`config.mk`:
```
export PLATFORM = sky130hd
export DESIGN_NAME = pipeline_ctrl
export DESIGN_NICKNAME = d
export VERILOG_FILES = /design/src/rtl/pipeline_ctrl_pkg.sv /design/src/rtl/sat_counter.sv /design/src/rtl/pipeline_ctrl.sv
export SDC_FILE = /design/constraint.sdc
export NUM_CORES = 1
export LEC_CHECK = 0
export ABC_CLOCK_PERIOD_IN_PS = 4000
export BUFFER_PORTS_ARGS = -buffer_cell sky130_fd_sc_hd__buf_2
export CAP_MARGIN = 20
export CORE_MARGIN = 4
export CORE_UTILIZATION = 55
export DETAILED_ROUTE_END_ITERATION = 8
export PLACE_DENSITY = 0.9
export SKIP_LAST_GASP = 1
export SLEW_MARGIN = 20
export SYNTH_ARGS = -nofsm -noshare
export SYNTH_HDL_FRONTEND = slang
export SYNTH_HIERARCHICAL = 1
export SYNTH_SLANG_ARGS = --single-unit
```
`constraint.sdc`:
```
create_clock -name clk -period 4 [get_ports clk]
set_clock_uncertainty 0.2 [all_clocks]
set_input_delay 1 -clock clk [delete_from_list [all_inputs] [get_ports clk]]
set_output_delay 1 -clock clk [all_outputs]
set_load 0.01 [all_outputs]
```
`src/rtl/pipeline_ctrl_pkg.sv`:
```
// Shared types and constants for the pipeline stall/flush sequencer.
//   pctrl_state_e : sequencer state (RUN, or waiting on the MUL/DIV unit)
//   WB_MEM        : writeback-select encoding for a load (result comes from memory)
package pipeline_ctrl_pkg;

    typedef enum logic {
        RUN     = 1'b0,
        MD_WAIT = 1'b1
    } pctrl_state_e;

    localparam logic [1:0] WB_MEM = 2'b10;

endpackage : pipeline_ctrl_pkg

```
`src/rtl/sat_counter.sv`:
```
// Saturating up-counter with asynchronous active-low clear.
// Ports:
//   clk   in          clock, rising edge
//   rst_n in          asynchronous active-low clear
//   en    in          count enable; +1 per enabled clock
//   cnt   out [W-1:0] current count, holds at 2^W-1
module sat_counter #(
    parameter int W = 32
) (
    input  logic         clk,
    input  logic         rst_n,
    input  logic         en,
    output logic [W-1:0] cnt
);

    logic [W-1:0] cnt_q;
    logic [W-1:0] cnt_d;

    always_comb begin
        cnt_d = cnt_q;
        if (en && (cnt_q != {W{1'b1}})) begin
            cnt_d = cnt_q + 1'b1;
        end
    end

    // NOTE: sequential state uses non-blocking assignments so every flop samples
    // pre-edge values, independent of process evaluation order.
    always_ff @(posedge clk or negedge rst_n) begin
        if (!rst_n) begin
            cnt_q <= '0;
        end else begin
            cnt_q <= cnt_d;
        end
    end

    assign cnt = cnt_q;

endmodule : sat_counter

```
`src/rtl/pipeline_ctrl.sv`:
```
// Stall/flush sequencer for the 5-stage RV32I pipeline.
// Detects load-use hazards between Decode and Execute, squashes wrong-path
// instructions on taken branches/jumps, and sequences the multi-cycle MUL/DIV
// unit in EX with a start/done handshake plus a timeout watchdog.
// Ports:
//   clk, rst_n          clock (rising edge), asynchronous active-low reset
//   raddr1D, raddr2D    source registers of the instruction in Decode
//   waddrE, reg_wrE     destination register / write enable of the instruction in Execute
//   wb_selE             writeback select of the instruction in Execute (WB_MEM = load)
//   br_takenE           branch/jump taken, resolved in Execute
//   md_reqE, md_done    MUL/DIV instruction in Execute / result-valid pulse from the unit
//   md_start            start pulse to the MUL/DIV unit (same cycle as md_reqE)
//   stallF/D/E          hold PC, IF-ID, ID-EX registers
//   flushD/E/M          bubble into IF-ID, ID-EX, EX-MEM registers
//   md_timeout          sticky flag: MUL/DIV watchdog fired
//   perf_stall_cnt      saturating count of cycles with stallF=1
module pipeline_ctrl
    import pipeline_ctrl_pkg::*;
#(
    parameter int MD_TIMEOUT = 64,
    parameter int CNT_W      = 32
) (
    input  logic             clk,
    input  logic             rst_n,
    input  logic [4:0]       raddr1D,
    input  logic [4:0]       raddr2D,
    input  logic [4:0]       waddrE,
    input  logic             reg_wrE,
    input  logic [1:0]       wb_selE,
    input  logic             br_takenE,
    input  logic             md_reqE,
    input  logic             md_done,
    output logic             md_start,
    output logic             stallF,
    output logic             stallD,
    output logic             stallE,
    output logic             flushD,
    output logic             flushE,
    output logic             flushM,
    output logic             md_timeout,
    output logic [CNT_W-1:0] perf_stall_cnt
);

    localparam int                WCNT_W    = $clog2(MD_TIMEOUT);
    localparam logic [WCNT_W-1:0] WCNT_LAST = WCNT_W'(MD_TIMEOUT - 1);

    pctrl_state_e      state_q, state_d;
    logic [WCNT_W-1:0] wcnt_q, wcnt_d;
    logic              md_timeout_q, md_timeout_d;
    logic              lu;
    logic              md_expired;

    // Load in E whose destination feeds the instruction in D; x0 never hazards.
    assign lu = reg_wrE && (wb_selE == WB_MEM) && (waddrE != 5'd0) &&
                ((waddrE == raddr1D) || (waddrE == raddr2D));

    // Last permitted wait cycle with no result yet: abort this cycle.
    assign md_expired = (wcnt_q == WCNT_LAST);

    // State register
    always_ff @(posedge clk or negedge rst_n) begin
        if (!rst_n) begin
            state_q      <= RUN;
            wcnt_q       <= '0;
            md_timeout_q <= 1'b0;
        end else begin
            state_q      <= state_d;
            wcnt_q       <= wcnt_d;
            md_timeout_q <= md_timeout_d;
        end
    end

    // Next-state logic
    // NOTE: every variable gets a default at the top of the block so no path can
    // leave it unassigned and infer a latch.
    always_comb begin
        state_d      = state_q;
        wcnt_d       = wcnt_q;
        md_timeout_d = md_timeout_q;
        case (state_q)
            RUN: begin
                wcnt_d = '0;
                // Branch and load-use take priority; md_done is ignored here.
                if (!br_takenE && !lu && md_reqE) begin
                    state_d = MD_WAIT;
                end
            end
            MD_WAIT: begin
                wcnt_d = wcnt_q + 1'b1;
                if (md_done) begin
                    // A result arriving on the final cycle beats the watchdog.
                    state_d = RUN;
                end else if (md_expired) begin
                    state_d      = RUN;
                    md_timeout_d = 1'b1;
                end
            end
            default: state_d = RUN;
        endcase
    end

    // Output logic
    always_comb begin
        md_start = 1'b0;
        stallF   = 1'b0;
        stallD   = 1'b0;
        stallE   = 1'b0;
        flushD   = 1'b0;
        flushE   = 1'b0;
        flushM   = 1'b0;
        case (state_q)
            RUN: begin
                if (br_takenE) begin
                    // Instruction in D is wrong-path; it cannot cause a real stall.
                    flushD = 1'b1;
                    flushE = 1'b1;
                end else if (lu) begin
                    stallF = 1'b1;
                    stallD = 1'b1;
                    flushE = 1'b1;
                end else if (md_reqE) begin
                    md_start = 1'b1;
                    stallF   = 1'b1;
                    stallD   = 1'b1;
                    stallE   = 1'b1;
                    flushM   = 1'b1;
                end
            end
            MD_WAIT: begin
                if (md_done) begin
                    // Release everything: EX-MEM captures the result this cycle.
                end else if (md_expired) begin
                    // Drop the MUL/DIV instruction: ID-EX takes a bubble while F/D hold.
                    stallF = 1'b1;
                    stallD = 1'b1;
                    flushE = 1'b1;
                    flushM = 1'b1;
                end else begin
                    stallF = 1'b1;
                    stallD = 1'b1;
                    stallE = 1'b1;
                    flushM = 1'b1;
                end
            end
            default: ;
        endcase
    end

    assign md_timeout = md_timeout_q;

    sat_counter #(
        .W(CNT_W)
    ) u_stall_cnt (
        .clk   (clk),
        .rst_n (rst_n),
        .en    (stallF),
        .cnt   (perf_stall_cnt)
    );

endmodule : pipeline_ctrl

```
### Yosys cells after proc, flatten, opt, wreduce, memory -nomap -nowiden

Index checks and enable logic that the tools add are counted.

* logic and storage cells: 46
* bits in registers: 40
* output and inout port bits: 40
* input port bits: 23

* equal/unequal tests: 5
* bitwise gates (word level): 2
* add/sub/neg operators: 2
* reduce and logical (&&, ||, !) cells: 11
* mux-type cells: 22

Operators by type and width (count)
* 32-bit by 1-bit adder with 32-bit output (second input constant): 1
* 32-bit != test (second input constant): 1
* 1-bit two-way mux: 16
* 6-bit one-hot mux with 2 select lines: 1
* 5-bit == test: 2
* 1-bit one-hot mux with 2 select lines: 5
* 6-bit by 1-bit adder with 6-bit output (second input constant): 1
* 6-bit == test (second input constant): 1
* 1-bit logical AND: 6
* 5-bit nonzero test: 1
* 3-bit AND reduction: 1
* 2-bit == test (second input constant): 1
* 1-bit logical NOT: 2
* 1-bit NOT: 2
* 1-bit logical OR: 1

### Logic depth before layout (Yosys ltp)

Gate-level depths: netlist (run 1).

* depth after elaboration: 9
* gate-level depth with buffers: 11
* gate-level depth less buffers: 10

### Modules after synthesis

The synthesis (run 1) kept the hierarchy.

Modules (own cells, without submodules)
* sat_counter: sequential area each 800.8 µm², cells each 151, times used 1, area an instance 1624.1 µm²
* pipeline_ctrl: sequential area each 200.2 µm², cells each 60, times used 1, area an instance 536.8 µm²

### Worst setup path after synthesis (run 1)

No wires, ideal clock.

* path type: input to output
* start: input waddrE[4]
* end: output stallF
* stages on the path: 6
* arrival: 1945 ps
* buffers on the path: 1
* path slack: 855 ps
* required time: 2800 ps
* cells stage by stage: xnor2_1 > nand3_1 > o22ai_1 > nand3_1 > nand3_1 > buf_4

* word-level cells in the longest chain between the ends: 6
* elaborated cells between the ends (all ways): 9
* those cells by class: eq/ne (2); mux (3); reduce/logical (4)

RTL lines
* start, declared: line pipeline_ctrl.sv:27 `input logic [4:0] waddrE,`
* 5-bit == test / 5-bit nonzero test (equally long branches): line pipeline_ctrl.sv:55, pipeline_ctrl.sv:54
* 1-bit logical OR / 1-bit logical AND (equally long branches): line pipeline_ctrl.sv:55, pipeline_ctrl.sv:54
* 1-bit logical AND (*): line pipeline_ctrl.sv:54 `assign lu = reg_wrE && (wb_selE == WB_MEM) && (waddrE != 5'd0) &&`
* 1-bit two-way mux (*) (2 in series)
* 1-bit one-hot mux with 2 select lines (*)
* end, declared: line pipeline_ctrl.sv:34 `output logic stallF,`

Mark *: on every way between the ends. The rest lies on a longest branch, timed or not.

### Final worst setup path (run 1)

* start: input waddrE[0]
* end: output stallF

* word-level cells in the longest chain between the ends: 6
* elaborated cells between the ends (all ways): 9
* those cells by class: eq/ne (2); mux (3); reduce/logical (4)

RTL lines
* 5-bit == test / 5-bit nonzero test (equally long branches): line pipeline_ctrl.sv:55, pipeline_ctrl.sv:54
* 1-bit logical OR / 1-bit logical AND (equally long branches): line pipeline_ctrl.sv:55, pipeline_ctrl.sv:54
* 1-bit logical AND (*): line pipeline_ctrl.sv:54
* 1-bit two-way mux (*): line pipeline_ctrl.sv:117 `end else if (lu) begin`
* 1-bit two-way mux (*): line pipeline_ctrl.sv:113 `if (br_takenE) begin`
* 1-bit one-hot mux with 2 select lines (*): line pipeline_ctrl.sv:111 `case (state_q)`

Marked as above.

==> summary.md, run 1 <==
| Metric | Value |
|---|---|
| Status | `finished, final reports clean` |
| R2R depth | `8` |
| Setup TNS | `0 ns` |
| Max Cap Viol | `0` |
| Top cells by area, synth | `dfrtp_1, xnor2_1, nand3_1, nand4_1, nand2_1` |
| Synth warn | `6` |
| Number of diodes | `0` |
| Mean Syn Cell Area | `10.2 um^2` |
| GR Util All Layers | `0.192` |
| Power Density | `~380 nW/um^2` |
| Global route total overflow | `0` |
| Crit Path Max Fanout | `8` |
| Post-CTS Setup Bufs | `0` |
| Area grow syn2layout | `21.3%` |
| CTS root buf | `clkbuf_8` |
| Initial drt markers | `120` |
| Worst min path class | `reg2reg` |
| Num ports | `63` |
| CTS tree | `yes` |
| Layout cells sized above 1 | `0.296` |
| WL final | `4780 um` |
| Hold_ws | `approximately 0.26 ns` |
| Mapped Cells | `211` |
| Netlist Area Pre-Place | `approximately 2200 um^2` |
| Worst Setup Start Kind | `input pin` |
| TritonCTS Sinks | `40` |
| Post-cts hold buffer count | `0` |
| Critical path data arrival time | `roughly 2.2 ns` |
| FMAX | `298 MHz` |
| Pre-CTS WS | `around 0.6 ns` |
| Slew of the pin with the lowest slew margin | `0.859 ns` |
| FF+latch count, synth | `40` |
| CP Capture Type | `output pin` |
| Final slew viol count | `0` |
| Clock latency on the worst-skew pair | `0.30 ns` |
| Final Cycle Share | `0.838` |
| Largest net degree at the start of global routing | `41` |
| Most common cell after layout, fill and taps aside | `buf_2` |
| LEAKAGE | `1.25 nW` |
| Initial antenna violation count | `0` |
| Maximum VDD drop | `approximately 0.27 mV` |
| CP Class | `in2out` |
| Hold depth | `1` |
| Worst setup margin | `~0.65 ns` |
| Global-route wire length before repair | `7800 um` |
| Port bufs | `62` |
| GP Congestion | `0.860` |
| DR WL/cell | `14.7 um` |
| Crit path required time | `2.80 ns` |
| Clock-pin slew on the worst setup and hold paths | `0.08 ns` |
| Vias | `about 1.8k` |
| Die Y | `70.7 um` |
| Core ar. | `3720 um^2` |
| DR vias/cell | `between 5 and 6` |
| Die W | `about 71 um` |
| Layout Nets | `301` |
| Post-synth EDFFs | `0` |
| DRC | `0` |
| RSZ-0062 raised after global routing | `no` |
| Final hold violations | `0` |
| Die ar. | `5000 um^2` |
| Count of TritonRoute iterations in the first routing pass | `4` |
| Initial Util | `0.581` |
| Antenna viol nets, final | `0` |
| Vias in the first global route | `about 1.8k` |
| Hpwl dp | `3650 um` |
| Tmin final | `approximately 3.4 ns` |
| Max Root-Sink Buffers | `2` |
| Register area share after synthesis | `0.463` |
| Setup violators final | `0` |
| Synth top area share | `0.463` |
| Synth Net Count | `236` |
| Max-slew headroom | `0.427` |
| FP Rows | `22` |
| H-tree depth | `2` |
| CTS resizes | `0` |
| Total CTS buffers | `5` |
| Cell variety after synth | `41` |
| Dominant synthesized flop cell | `dfrtp_1` |
| Async S/R FF share, synth | `1.00` |
| Most frequent cells in the layout | `buf_2, dfrtp_1, xnor2_1` |
| Synth area leader | `dfrtp_1` |
## cell usage after synthesis (2+ instances only)
cell      number
a21oi_1        2
and2_1         4
and3_1         3
and4_1         4
clkbuf_1       2
dfrtp_1       40
ha_1           2
inv_1          2
nand2_1       21
nand3_1       21
nand4_1       15
nor2_1        12
nor2b_1        3
nor3_1         4
nor3_2         2
nor4_1         3
o211ai_1       2
o21ai_0        3
o22ai_1        3
or4_4          2
xnor2_1       35
xor2_1         7
## power breakdown
| group | switching, mW | internal (mW) |
|---|---|---|
| registers | 0.0469 | 0.437 |
| clock network | 0.145 | 0.188 |
| logic | 0.0965 | 0.0801 |
## area by class of cell
class,count,area (um^2)
multi-input cells,165,1130
fillers,287,1100
flip-flops and latches,40,1000
repair buffers,62,310
clock buffers,5,68.8
well taps,48,60.1
clock inverters,3,46.3
inverters,2,7.51
## routing by layer
| metal | up-vias | wire length, um | global-route usage |
|---|---|---|---|
| li1 | 883 | - | - |
| met1 | 866 | 2100 | 0.242 |
| met2 | 53 | 2360 | 0.317 |
| met3 | 8 | 242 | 0.0426 |
| met4 | 0 | 76 | 0.0793 |
| met5 | - | 0 | 0 |
## through the flow
| stage | power, mW | instance area, um^2 | instances | util |
|---|---|---|---|---|
| 3_5_place_dp | 0.669 | 2500 | 317 | 0.674 |
| 4_1_cts | 1.00 | 2620 | 325 | 0.705 |
| 6_report | 0.993 | 2620 | 325 | 0.705 |
| 2_1_floorplan | 0.587 | 2160 | 211 | - |
| 5_1_grt | 1.04 | 2620 | 325 | 0.705 |
| 3_3_place_gp | 0.660 | 2500 | 317 | 0.674 |
## worst max-delay path: stages
cell	delay (ns)
buf_2	0.12
xnor2_1	0.15
nand3_1	0.09
o22ai_1	0.23
nand3_1	0.10
nand3_1	0.26
buf_2	0.20
## sequential cells by signal (all words and copies together) (netlist names)
register and cells:
u_stall_cnt/cnt 32, md_timeout 1, wcnt_q 6, state_q 1
## path summary, 6_finish.rpt
path                            from                  end  slack (ns)
setup / recovery           waddrE[0]               stallF        0.65
hold / removal             wcnt_q[0]            wcnt_q[0]        0.26
setup reg to reg             state_q  u_stall_cnt/cnt[13]        1.44
hold reg to reg            wcnt_q[0]            wcnt_q[0]        0.26
max in group asynchronous      rst_n  u_stall_cnt/cnt[16]        2.44
min in group asynchronous      rst_n            wcnt_q[2]        0.60
## cell families (layout without fill, tap and decap cells)
| logic type | count (synthesis) | after routing | share of synthesized area |
|---|---|---|---|
| buffers and inverters | 6 | 72 | 0.0156 |
| AOI/OAI and AO/OA | 16 | 16 | 0.0544 |
| DFF | 40 | 40 | 0.463 |
| adders and majority gates | 2 | 2 | 0.0116 |
| xor gates and xnor gates | 42 | 42 | 0.170 |
| muxes | 2 | 2 | 0.0104 |
| and+or+nand+nor | 103 | 103 | 0.274 |
No activity file was read; power rests on OpenSTA's default activity.
==> run 2: changes to the inputs <==
- ABC_CLOCK_PERIOD_IN_PS: 4000 -> 2700
- CORE_UTILIZATION: 55 -> 46
- PLACE_DENSITY: 0.9 -> 0.81
- clock period: 4 -> 2.7 ns (I/O delays scaled with it)
==> run 2 against run 1 <==
Worst setup slack worse by 0.54 ns. Via count is 0.77% higher. Sequential cell count stayed put. Utilization is 9.6 points lower. First-iteration DRC count is 23% higher.
==> summary.md, run 2 (same netlist as run 1, synthesis figures left out) <==
| Metric | Value |
|---|---|
| Status | `finished, final reports clean` |
| Cell area after placement | `2590 um^2` |
| Initial antenna violation count | `0` |
| Final Cycle Share | `0.958` |
| Non-filler instance count after layout | `338` |
| Antenna viol nets, final | `0` |
| GR Util met3 | `0.0331` |
| GR Util met1 | `0.246` |
| Num ports | `63` |
| Final hold violations | `0` |
| Hold_ws | `0.112 ns` |
| Final Cell Area | `2710 um^2` |
| GP Congestion | `0.843` |
| Seq pwr share | `0.488` |
| WL final | `5030 um` |
| Inst Count DP | `330` |
| Layout Nets | `310` |
| Tmin final | `2.59 ns` |
| Total CTS buffers | `5` |
| Slew of the pin with the lowest slew margin | `between 0.4 and 0.5 ns` |
| Die Y | `76.5 um` |
| Max Cap Viol | `0` |
| Largest net degree at the start of global routing | `19` |
| CP Class | `in2out` |
| Clock latency on the worst-skew pair | `0.29 ns` |
| FP Rows | `24` |
| Internal | `between 1 and 1.5 mW` |
| Die ar. | `between 5000 and 6000 um^2` |
| Power Density | `541 nW/um^2` |
| R2R depth | `5` |
| TritonCTS Sinks | `40` |
| Worst setup margin | `0.113 ns` |
| Met2 track utilization from global routing | `0.275` |
| Die W | `between 70 and 80 um` |
| GR Util All Layers | `0.177` |
| Hpwl dp | `between 3000 and 4000 um` |
| Pre-CTS WS | `-0.0877 ns` |
| Worst min path class | `in2async` |
| Count of TritonRoute iterations in the first routing pass | `4` |
| DRC | `0` |
| Layout cells sized above 1 | `0.322` |
| Clock-pin slew on the worst setup and hold paths | `0.08 ns` |
| CP Capture Type | `output pin` |
| CTS tree | `yes` |
| Setup TNS | `0 ns` |
| Initial drt markers | `148` |
| Max Root-Sink Buffers | `2` |
| Crit path required time | `1.82 ns` |
| Vias in the first global route | `between 1.5k and 2k` |
| Number of diodes | `0` |
| Area grow syn2layout | `25.4%` |
| FMAX | `just under 400 MHz` |
| Max-slew headroom | `0.691` |
| Maximum VDD drop | `0.453 mV` |
| Core ar. | `4440 um^2` |
| RSZ-0062 raised after global routing | `no` |
| Global route total overflow | `0` |
| Initial Util | `0.486` |
| DR WL/cell | `about 15 um` |
| Vias | `1824` |
| Crit Path Max Fanout | `7` |
| Switching portion of total power | `0.282` |
| Port bufs | `62` |
| Sw Pwr | `between 0.4 and 0.5 mW` |
| Logic pwr share | `0.185` |
| H-tree depth | `2` |
| Post-cts hold buffer count | `0` |
| Most frequent cells in the layout | `buf_2, dfrtp_1, xnor2_1` |
| Most common cell after layout, fill and taps aside | `buf_2` |
| Worst Setup Start Kind | `input pin` |
| Core Util, Final | `0.610` |
| Setup violators final | `0` |
| Critical path data arrival time | `1.71 ns` |
| Number of flip-flops in the largest register | `32` |
| LEAKAGE | `1.31 nW` |
| CTS root buf | `clkbuf_8` |
| Gr busiest metal | `met2` |
| Overall power | `between 1 and 1.5 mW` |
| Global-route wire length before repair | `8320 um` |
| DR vias/cell | `5.40` |
| Clock network power share | `0.326` |
| Final slew viol count | `0` |
-- run 2: cell types whose count changed in the layout (fill, tap and decap cells not counted), sizes merged --
cell / change
clkbuf: +1
clkinv: +1
inv: -1
clkinvlp: -1
buf: +9
-- run 2: metal layers --
| metal | vias to the layer above | wire, um |
|---|---|---|
| met3 | 7 | 244 |
| met5 | - | 0 |
| li1 | 898 | - |
| met1 | 860 | 2330 |
| met4 | 0 | 92 |
| met2 | 59 | 2360 |
-- run 2: cell type report --
| class | instances | area, um^2 |
|---|---|---|
| clock buffers | 6 | 72.6 |
| fillers | 373 | 1740 |
| repair buffers | 71 | 390 |
| well taps | 52 | 65.1 |
| multi-input cells | 165 | 1140 |
| inverters | 2 | 7.51 |
| flip-flops and latches | 40 | 1000 |
| clock inverters | 2 | 35.0 |
-- run 2: worst max-delay path: stages --
cell and delay [ns]:
buf_2 0.12, xnor2_1 0.16, nand3_1 0.10, o22ai_2 0.19, nand3_1 0.11, nand3_2 0.12, buf_12 0.12, buf_2 0.12
-- run 2: power groups by stage --
stage,Clock [mW],Sequential [mW],Combinational (mW)
3_3_place_gp,0,0.726,0.265
4_1_cts,0.493,0.716,0.273
2_1_floorplan,0,0.734,0.136
5_1_grt,0.518,0.730,0.300
3_5_place_dp,0,0.729,0.271
6_report,0.478,0.716,0.272
-- run 2: final timing paths --
| kind | startpoint | endpoint | slack [ns] |
|---|---|---|---|
| min in group clk | wcnt_q[0] | wcnt_q[0] | 0.27 |
| worst min-delay path | rst_n | state_q | 0.11 |
| worst max-delay path | waddrE[0] | stallF | 0.11 |
| worst min register to register | wcnt_q[0] | wcnt_q[0] | 0.27 |
| max in group asynchronous | rst_n | u_stall_cnt/cnt[20] | 1.65 |
| worst max register to register | u_stall_cnt/cnt[23] | u_stall_cnt/cnt[1] | 0.41 |
-- run 2: repair_timing --
| action | 4_1_cts | 5_1_grt |
|---|---|---|
| setup buffers | 0 | 0 |
| endpoints found under the setup margin | 0 | 2 |
| hold endpoints to repair | 0 | 0 |
| resized for setup | 0 | 1 |
